`config.mk`:
```
export PLATFORM = sky130hd
export DESIGN_NAME = amp_preprocessor_seq_flat
export DESIGN_NICKNAME = d
export VERILOG_FILES = /design/src/rtl/amp_preprocessor_seq_if.sv /design/src/rtl/amp_preprocessor_seq.sv /design/src/flat_wrapper.sv
export SDC_FILE = /design/constraint.sdc
export NUM_CORES = 2
export LEC_CHECK = 0
export BUFFER_PORTS_ARGS = -buffer_cell sky130_fd_sc_hd__buf_2
export CAP_MARGIN = 20
export CORE_AREA = 2 2 259 261
export CTS_CLUSTER_SIZE = 12
export DETAILED_ROUTE_END_ITERATION = 10
export DIE_AREA = 0 0 261 263
export PLACE_DENSITY = 0.83
export SETUP_SLACK_MARGIN = 0.2
export SLEW_MARGIN = 10
export SYNTH_ARGS = -nofsm -noshare
export SYNTH_HDL_FRONTEND = slang
export SYNTH_SLANG_ARGS = --single-unit
```
`constraint.sdc`:
```
create_clock -name clk -period 13.1 [get_ports clk]
set_clock_uncertainty 0.05 [all_clocks]
set_input_delay 2.62 -clock clk [delete_from_list [all_inputs] [get_ports clk]]
set_output_delay 2.62 -clock clk [all_outputs]
set_load 0.02 [all_outputs]
```
`src/rtl/amp_preprocessor_seq_if.sv`:
```
// Frame handshake between the note-amplitude source, the amplitude
// pre-filter and the visualizer datapath.
interface amp_preprocessor_seq_if #(
    parameter int unsigned W       = 5,
    parameter int unsigned D       = 11,
    parameter int unsigned BIN_QTY = 12
);
    localparam int unsigned AW = W + D;
    localparam int unsigned SW = AW + $clog2(BIN_QTY);

    logic                       in_valid;
    logic                       in_ready;
    logic [BIN_QTY-1:0][AW-1:0] amps_i;
    logic [D-1:0]               floor_i;
    logic                       sub_en_i;
    logic                       out_valid;
    logic                       out_ready;
    logic [BIN_QTY-1:0][AW-1:0] amps_reduced_o;
    logic [BIN_QTY-1:0][AW-1:0] amps_fast_o;
    logic [SW-1:0]              sum_new_o;
    logic [SW-1:0]              threshold_o;

    modport slave (
        input  in_valid, amps_i, floor_i, sub_en_i, out_ready,
        output in_ready, out_valid, amps_reduced_o, amps_fast_o, sum_new_o, threshold_o
    );

    modport master (
        output in_valid, amps_i, floor_i, sub_en_i, out_ready,
        input  in_ready, out_valid, amps_reduced_o, amps_fast_o, sum_new_o, threshold_o
    );
endinterface

```
`src/rtl/amp_preprocessor_seq.sv`:
```
// Time-multiplexed amplitude pre-filter: sums a frame, derives a relative
// threshold from a runtime floor fraction, then gates/reduces LANES bins per cycle.
module amp_preprocessor_seq #(
    parameter int unsigned W       = 5,
    parameter int unsigned D       = 11,
    parameter int unsigned BIN_QTY = 12,
    parameter int unsigned LANES   = 4
) (
    input  logic                  clk,
    input  logic                  rst,
    amp_preprocessor_seq_if.slave bus
);
    localparam int unsigned AW  = W + D;
    localparam int unsigned SW  = AW + $clog2(BIN_QTY);
    localparam int unsigned PW  = SW + D;
    localparam int unsigned P   = BIN_QTY / LANES;
    localparam int unsigned IW  = (P > 1) ? $clog2(P) : 1;
    localparam int unsigned LSH = LANES * AW;
    localparam int unsigned TSH = (BIN_QTY - LANES) * AW;

    if ((BIN_QTY % LANES) != 0) begin : g_lanes_check
        $error("LANES must divide BIN_QTY");
    end

    typedef logic [BIN_QTY-1:0][AW-1:0] bins_t;
    typedef enum logic [2:0] {IDLE, SUM, THRESH, FILTER, DONE} state_t;

    state_t          state_q, state_n;
    bins_t           amps_q, red_q, fast_q;
    bins_t           amps_rot, grp_red, grp_fast;
    logic [D-1:0]    floor_q;
    logic            sub_en_q;
    logic [SW-1:0]   sum_q, sum_new_q, thr_q;
    logic [SW-1:0]   grp_sum, grp_red_sum;
    logic [PW-1:0]   prod;
    logic [IW-1:0]   idx_q;
    logic            last_grp;
    logic            in_ready_q, out_valid_q;

    // Latched bins rotate by one lane group per step; the current group is always bins [LANES-1:0].
    assign amps_rot = (amps_q >> LSH) | (amps_q << TSH);
    assign last_grp = (idx_q == IW'(P - 1));
    assign prod     = PW'(sum_q) * PW'(floor_q);

    // Lane-group arithmetic shared by SUM and FILTER.
    always_comb begin
        grp_sum     = '0;
        grp_red     = '0;
        grp_fast    = '0;
        grp_red_sum = '0;
        for (int l = 0; l < int'(LANES); l++) begin
            grp_sum = grp_sum + SW'(amps_q[l]);
            if (SW'(amps_q[l]) >= thr_q) begin
                grp_fast[l] = amps_q[l];
                grp_red[l]  = sub_en_q ? (amps_q[l] - AW'(thr_q)) : amps_q[l];
            end
            grp_red_sum = grp_red_sum + SW'(grp_red[l]);
        end
    end

    always_comb begin
        state_n = state_q;
        case (state_q)
            IDLE:    if (bus.in_valid) state_n = SUM;
            SUM:     if (last_grp) state_n = THRESH;
            THRESH:  state_n = FILTER;
            FILTER:  if (last_grp) state_n = DONE;
            DONE:    if (bus.out_ready) state_n = IDLE;
            default: state_n = IDLE;
        endcase
    end

    always_ff @(posedge clk) begin
        if (rst) begin
            state_q     <= IDLE;
            in_ready_q  <= 1'b1;
            out_valid_q <= 1'b0;
        end else begin
            state_q     <= state_n;
            in_ready_q  <= (state_n == IDLE);
            out_valid_q <= (state_n == DONE);
        end
    end

    // Datapath; result arrays fill by shifting each new lane group in from the top.
    always_ff @(posedge clk) begin
        if (rst) begin
            amps_q    <= '0;
            red_q     <= '0;
            fast_q    <= '0;
            floor_q   <= '0;
            sub_en_q  <= 1'b0;
            sum_q     <= '0;
            sum_new_q <= '0;
            thr_q     <= '0;
            idx_q     <= '0;
        end else begin
            case (state_q)
                IDLE: begin
                    if (bus.in_valid) begin
                        amps_q    <= bus.amps_i;
                        floor_q   <= bus.floor_i;
                        sub_en_q  <= bus.sub_en_i;
                        sum_q     <= '0;
                        sum_new_q <= '0;
                        idx_q     <= '0;
                    end
                end
                SUM: begin
                    sum_q  <= sum_q + grp_sum;
                    amps_q <= amps_rot;
                    idx_q  <= last_grp ? '0 : idx_q + IW'(1);
                end
                THRESH: begin
                    thr_q <= prod[PW-1:D];
                end
                FILTER: begin
                    red_q     <= (red_q >> LSH) | (grp_red << TSH);
                    fast_q    <= (fast_q >> LSH) | (grp_fast << TSH);
                    sum_new_q <= sum_new_q + grp_red_sum;
                    amps_q    <= amps_rot;
                    idx_q     <= last_grp ? '0 : idx_q + IW'(1);
                end
                default: ;
            endcase
        end
    end

    assign bus.in_ready       = in_ready_q;
    assign bus.out_valid      = out_valid_q;
    assign bus.amps_reduced_o = red_q;
    assign bus.amps_fast_o    = fast_q;
    assign bus.sum_new_o      = sum_new_q;
    assign bus.threshold_o    = thr_q;
endmodule
```
`src/flat_wrapper.sv`:
```
// flat-port wrapper written by rule: the top's interface ports become plain ports
module amp_preprocessor_seq_flat 
#(
    parameter int unsigned W       = 5,
    parameter int unsigned D       = 11,
    parameter int unsigned BIN_QTY = 12,
    parameter int unsigned LANES   = 4
)
  (clk, rst, bus_in_valid, bus_amps_i, bus_floor_i, bus_sub_en_i, bus_out_ready, bus_in_ready, bus_out_valid, bus_amps_reduced_o, bus_amps_fast_o, bus_sum_new_o, bus_threshold_o);
  amp_preprocessor_seq_if #(.W(W), .D(D), .BIN_QTY(BIN_QTY)) bus_i ();
  input  logic clk;
  input  logic rst;
  input wire logic [$bits(bus_i.in_valid)-1:0] bus_in_valid;
  input wire logic [$bits(bus_i.amps_i)-1:0] bus_amps_i;
  input wire logic [$bits(bus_i.floor_i)-1:0] bus_floor_i;
  input wire logic [$bits(bus_i.sub_en_i)-1:0] bus_sub_en_i;
  input wire logic [$bits(bus_i.out_ready)-1:0] bus_out_ready;
  output wire logic [$bits(bus_i.in_ready)-1:0] bus_in_ready;
  output wire logic [$bits(bus_i.out_valid)-1:0] bus_out_valid;
  output wire logic [$bits(bus_i.amps_reduced_o)-1:0] bus_amps_reduced_o;
  output wire logic [$bits(bus_i.amps_fast_o)-1:0] bus_amps_fast_o;
  output wire logic [$bits(bus_i.sum_new_o)-1:0] bus_sum_new_o;
  output wire logic [$bits(bus_i.threshold_o)-1:0] bus_threshold_o;
  assign bus_i.in_valid = bus_in_valid;
  assign bus_i.amps_i = bus_amps_i;
  assign bus_i.floor_i = bus_floor_i;
  assign bus_i.sub_en_i = bus_sub_en_i;
  assign bus_i.out_ready = bus_out_ready;
  assign bus_in_ready = bus_i.in_ready;
  assign bus_out_valid = bus_i.out_valid;
  assign bus_amps_reduced_o = bus_i.amps_reduced_o;
  assign bus_amps_fast_o = bus_i.amps_fast_o;
  assign bus_sum_new_o = bus_i.sum_new_o;
  assign bus_threshold_o = bus_i.threshold_o;
  amp_preprocessor_seq #(.W(W), .D(D), .BIN_QTY(BIN_QTY), .LANES(LANES)) u_core (.clk(clk), .rst(rst), .bus(bus_i));
endmodule
```
## Word-level counts from Yosys, hierarchy flattened

Cells that the tools add are included.
W data, S select, Z words.

| operators by class | value |
|---|---|
| $lt $le $gt $ge | 4 |
| equality and inequality tests | 7 |
| $mul | 1 |
| mux-type cells | 25 |
| bitwise operators | 3 |
| reduce and logical (&&, ||, !) cells | 10 |
| $add $sub $neg | 13 |

Operators by type and width:

| kind | count |
|---|---|
| $or A128 B192 Y192 | 3 |
| $pmux W192 S2 | 1 |
| $mux W16 | 12 |
| $mux W192 | 1 |
| $add A20 B16 Y20 | 4 |
| $ge A16 B20 Y1 | 4 |
| $pmux W20 S2 | 2 |
| $sub A16 B16 Y16 | 4 |
| $add A20 B20 Y20 | 2 |
| $add A16 B16 Y17 | 2 |
| $mul A20 B11 Y31 | 1 |
| $mux W20 | 1 |
| $pmux W3 S5 | 1 |
| $mux W3 | 4 |
| $reduce_and A2 Y1 | 4 |
| $eq A3 B2 Y1 const B | 2 |
| $eq A3 B3 Y1 const B | 2 |
| $logic_not A3 Y1 | 2 |
| $reduce_bool A2 Y1 | 3 |
| $mux W2 | 2 |
| $pmux W2 S2 | 1 |
| $eq A3 B1 Y1 const B | 1 |
| $add A2 B1 Y2 const B | 1 |
| $eq A2 B2 Y1 const B | 1 |
| 2 further kinds | 2 |

| word-level totals | value |
|---|---|
| logic and storage cells | 108 |
| register bits after elaboration | 655 |
| output and inout bits | 426 |

## Longest topological paths before layout

| depth | value |
|---|---|
| depth after elaboration | 8 |
| mapped depth | 35 |

## Least setup slack after synthesis

Ideal clock, no wire load.

| path | value |
|---|---|
| path type | register to register |
| start point | register u_core.thr_q[5] (netlist: u_core.bus.threshold_o[5]) |
| end point | register u_core.sum_new_q[18] (netlist: u_core.bus.sum_new_o[18]) |
| path slack | 6.288 ns |
| buffers on the path | 1 |
| stages on the path, launching flop included | 33 |
| required time | 12.987 ns |
| arrival | 6.699 ns |
| cell sequence | dfxtp_1 > inv_1 > ha_1 > a21o_1 > a21oi_1 > o21ai_1 > a311oi_2 > a221oi_2 > o21a_1 > o21ai_2 > buf_2 > nor2_1 > ha_1 > nor2b_1 > o21ai_0 > a21boi_0 > o21ai_0 > a21oi_1 > a21o_1 > a21oi_1 > xnor2_1 > fa_1 > inv_1 > fa_1 > inv_1 > ha_1 > a21o_1 > a21oi_1 > o2111ai_1 > a21boi_1 > a41o_1 > or3_1 > nand3_1 |

RTL lines:

| what | RTL line | source |
|---|---|---|
| start: declaration | amp_preprocessor_seq.sv:33 | `logic [SW-1:0] sum_q, sum_new_q, thr_q;` |
| start signal: assignment | amp_preprocessor_seq.sv:115 | `thr_q <= prod[PW-1:D];` |
| end signal: assignment | amp_preprocessor_seq.sv:120 | `sum_new_q <= sum_new_q + grp_red_sum;` |
| end: declaration | amp_preprocessor_seq.sv:33 |  |

==> results_tabular.tex <==
\begin{tabular}{lr}
\hline
Metric & Value \\
\hline
\multicolumn{2}{l}{\textbf{Routing}} \\
\quad First-pass detailed-route iteration total & 8 \\
\quad Remaining routing DRC violations & 0 \\
\quad Routed wirelength normalized by instance count & between 20 and 25 µm \\
\quad Post-DR vias/cell & between 6 and 7 \\
\quad Initial drt markers & a little under 5k \\
\quad Via Count & around 38k \\
\quad Detailed Route WL & between 100000 and 150000 µm \\
\quad Routed Antenna Nets & 0 \\
\multicolumn{2}{l}{\textbf{Worst setup path}} \\
\quad Max stage delay cell, worst path & o21ai\_2 \\
\quad CP Data Arrival Time & approximately 8300 ps \\
\quad Reg2Reg Capture Point & u\_core.bus.sum\_new\_o[18] \\
\quad Largest stage delay on the critical path & around 530 ps \\
\quad Launching instance or port of the critical path & u\_core.bus.threshold\_o[5] \\
\quad Number of buffers and inverters on the critical path & 4 \\
\quad Crit Path Category & reg2reg \\
\quad Largest delay share family, worst path & compound AO/OA/AOI/OAI gates \\
\quad Crit start category & flop \\
\quad Maximum fanout count along the critical path & 17 \\
\quad Cells on worst reg2reg path & 33 \\
\quad Minimum setup slack among reg-to-reg paths & around 5300 ps \\
\quad Endpoint required time on the critical path & approximately 14000 ps \\
\quad FF-to-FF Start & u\_core.bus.threshold\_o[5] \\
\quad Endpoint type of the worst setup path & flop \\
\multicolumn{2}{l}{\textbf{Cells and area}} \\
\quad Register Area & between 10000 and 15000 µm² \\
\quad Area overhead of the layout relative to synthesis & 14.8\% \\
\quad Share of cells above drive strength 1 & between 10\% and 20\% \\
\quad End-of-flow core utilization & 68.3\% \\
\quad Area taken by multi-input logic gates & 23500 µm² \\
\quad Final \#Nets & around 6.0k \\
\quad Fill cell total of the finished layout & 5494 \\
\multicolumn{2}{l}{\textbf{Floorplan}} \\
\quad Floorplan core area & 65600 µm² \\
\quad Total die area & 68600 µm² \\
\quad Initial core utilization & between 50\% and 60\% \\
\quad Die boundary width & about 260 µm \\
\quad I/O pin count & roughly 630 \\
\quad Floorplan row count & between 90 and 100 \\
\quad Floorplan die height & around 260 µm \\
\multicolumn{2}{l}{\textbf{CTS}} \\
\quad Count of instances resized after the clock tree is built & 0 \\
\quad Reg clk slew, reported paths & 60 ps \\
\quad Number of buffers created by CTS & just over 70 \\
\quad Number of hold buffers added after cts & 0 \\
\quad Worst-skew pair later-pin latency & between 600 and 700 ps \\
\quad Root Buffer Master & clkbuf\_16 \\
\quad Buffers from clock root to sink, at most & 3 \\
\quad Number of clock sinks & 655 \\
\quad Number of setup buffers added after CTS & 0 \\
\quad CTS tree & built \\
\quad Number of levels the H-tree was split into & 3 \\
\multicolumn{2}{l}{\textbf{GRT}} \\
\quad Antenna violations before repair & 23 \\
\quad Overflow left after global routing & 0 \\
\quad Total GRT Usage & 39.1\% \\
\quad Maximum number of pins on one net before global-route repair & $\sim$120 \\
\quad Global-route wire length before repair & between 200000 and 250000 µm \\
\quad Via count of the first global-routing pass & between 30k and 40k \\
\multicolumn{2}{l}{\textbf{Power and ir drop}} \\
\quad Power per Cell Area & 134 nW/µm² \\
\quad Worst IR Drop VDD & 0.0946 mV \\
\quad Static leakage & 19.8 nW \\
\multicolumn{2}{l}{\textbf{STA}} \\
\quad Achievable frequency & between 100 and 150 MHz \\
\quad Period minus WS final & roughly 7800 ps \\
\quad Worst relative slew slack & between 20 and 25\% \\
\quad Slew Limit Fails & 0 \\
\quad Final hold vios & 0 \\
\quad Setup TNS & 0 ps \\
\quad Post-route fraction of the period consumed by the critical path & about three fifths \\
\quad Measured slew at the worst slew-check pin & 1140 ps \\
\quad Setup repair after global routing missed its margin & no \\
\quad Setup Viol. Count Final & 0 \\
\quad PnR worst setup slack & 5290 ps \\
\quad Hold Worst Slack & 399 ps \\
\multicolumn{2}{l}{\textbf{Run status}} \\
\quad Status & finished, final reports clean \\
\multicolumn{2}{l}{\textbf{Synthesis}} \\
\quad Synthesized instance count & 4890 \\
\quad Register bit count reported by yosys & approximately 660 \\
\quad Warnings, synthesis & 0 \\
\quad Sequential cell area fraction in the yosys report & 33.6\% \\
\quad Number of distinct library cells after synthesis & 83 \\
\quad Netlist Area Pre-Place & about 39000 µm² \\
\quad Synthesized area divided by synthesized cell count & 7.99 µm² \\
\quad Number of enable-type register cells in the synthesized netlist & 0 \\
\quad Most frequently used flop master after synthesis & dfxtp\_1 \\
\quad Post-synth net total & around 5.5k \\
\quad Fraction of registers with async set or reset after synthesis & 0\% \\
\multicolumn{2}{l}{\textbf{Placement}} \\
\quad Count of input and output buffers & 633 \\
\quad Dpl hpwl & approximately 100000 µm \\
\quad Placement-stage worst setup slack & around 5500 ps \\
\quad Final GP Congestion & just over 1 \\
\multicolumn{2}{l}{\textbf{Worst hold path}} \\
\quad Hold depth & 2 \\
\quad Worst-case hold path end point & u\_core.bus.amps\_reduced\_o[62] \\
\quad Worst hold path type & reg2reg \\
\quad Beginning of the worst hold path & u\_core.bus.amps\_reduced\_o[62] \\
\multicolumn{2}{l}{\textbf{Job}} \\
\quad Max Cap Viol & 0 \\
\hline
\end{tabular}
## state kept, by name (all words and copies together) (netlist names)
signal                     cells
u_core.state_q                 3
u_core.bus.amps_fast_o       192
u_core.idx_q                   2
u_core.bus.sum_new_o          20
u_core.sub_en_q                1
u_core.amps_q                192
u_core.bus.threshold_o        20
u_core.sum_q                  20
u_core.bus.out_valid           1
u_core.bus.in_ready            1
u_core.floor_q                11
u_core.bus.amps_reduced_o    192
## tightest hold or removal path, cell delays in order, from the launching register on
cell	delay (ps)
dfxtp_1	300
nand2_1	50
a21oi_1	50
## logic make-up (layout without fill, tap and decap cells)
group           after synthesis  after routing  share of synthesized area (%)
other cells                   0             17                              0
mux                          25             25                          0.654
flops                       655            655                           33.6
xor+xnor                     91             91                           2.04
fa+ha+maj                   436            436                           18.4
compound gates             1071           1071                           18.2
simple gates               1958           1958                           20.7
buf+inv                     654           1144                           6.41
## power by group
group | total [mW] | switching, mW | internal, mW
logic | 1.76 | 1.08 | 0.679
clock network | 1.97 | 0.868 | 1.10
registers | 2.29 | 0.209 | 2.08
## cell usage in the layout, fill, tap and decap left out, drive strengths merged, types with 20 or more instances in the layout
| cell type | count |
|---|---|
| nand2 | 1262 |
| buf | 690 |
| dfxtp | 655 |
| a21oi | 427 |
| nor2 | 373 |
| inv | 338 |
| fa | 230 |
| ha | 206 |
| a311oi | 197 |
| o21ai | 125 |
| clkbuf | 97 |
| and2 | 79 |
| a21o | 66 |
| nand3 | 58 |
| xnor2 | 49 |
| nor3 | 48 |
| xor2 | 42 |
| a22o | 41 |
| o21a | 36 |
| nor2b | 29 |
| a22oi | 25 |
| a31oi | 24 |
| a211oi | 24 |
| mux2i | 21 |
| nand4 | 20 |
## Yosys cell counts (20+ instances only)
library cell / number / area share, %
clkbuf_1: 277 / 2.7
dfxtp_1: 655 / 34
a22oi_1: 25 / 0.48
ha_1: 206 / 6.6
xor2_1: 42 / 0.94
a21o_1: 66 / 1.3
fa_1: 230 / 12
nor2_1: 372 / 3.6
inv_1: 337 / 3.2
and2_1: 78 / 1.2
a22o_1: 41 / 0.92
o21ai_1: 21 / 0.27
nor3_1: 48 / 0.62
nand2_1: 1262 / 12
a21oi_1: 426 / 5.5
a31oi_1: 24 / 0.38
o21ai_0: 102 / 1.3
nand3_1: 58 / 0.74
mux2i_1: 21 / 0.54
xnor2_1: 49 / 1.1
a211oi_1: 23 / 0.44
a311oi_1: 196 / 4.4
nor2b_1: 29 / 0.46
nand4_1: 20 / 0.32
o21a_1: 36 / 0.69
## metrics by stage
stage	total power, mW	cell area, µm²	cells
final	6.02	44800	6261
after global routing	6.29	44800	6259
after CTS	5.97	44800	6242
after detailed placement	4.02	42500	6125
after global placement	3.97	42500	6125
after floorplan	3.52	39000	4890
## metal layers
layer / up-vias / track usage [%] / share of wire, %
met4: 14 / 22.5 / 6.5
met2: 2170 / 60.8 / 45
li1: 17300 / - / -
met3: 460 / 8.44 / 11
met1: 17900 / 50.2 / 38
met5: - / 0 / 0.060
## area by class of cell
class	instances	area share, %
Clock buffer	97	4.48
Timing Repair Buffer	690	8.04
Multi-Input combinational cell	3581	52.4
Sequential cell	655	29.3
Clock inverter	20	0.541
Tap cell	864	2.41
Antenna cell	17	0.0949
Inverter	337	2.82
## worst max path at each step
stage                                     endpoint  slack [ps]  cells past startpoint
final                     u_core.bus.sum_new_o[18]        5290                     33
after floorplan           u_core.bus.sum_new_o[18]        6290                     32
after global routing      u_core.bus.sum_new_o[18]        4940                     34
after global placement    u_core.bus.sum_new_o[18]        5620                     33
after detailed placement  u_core.bus.sum_new_o[18]        5510                     34
after CTS                 u_core.bus.sum_new_o[18]        5440                     34
Power figures use the tool's default switching activity.
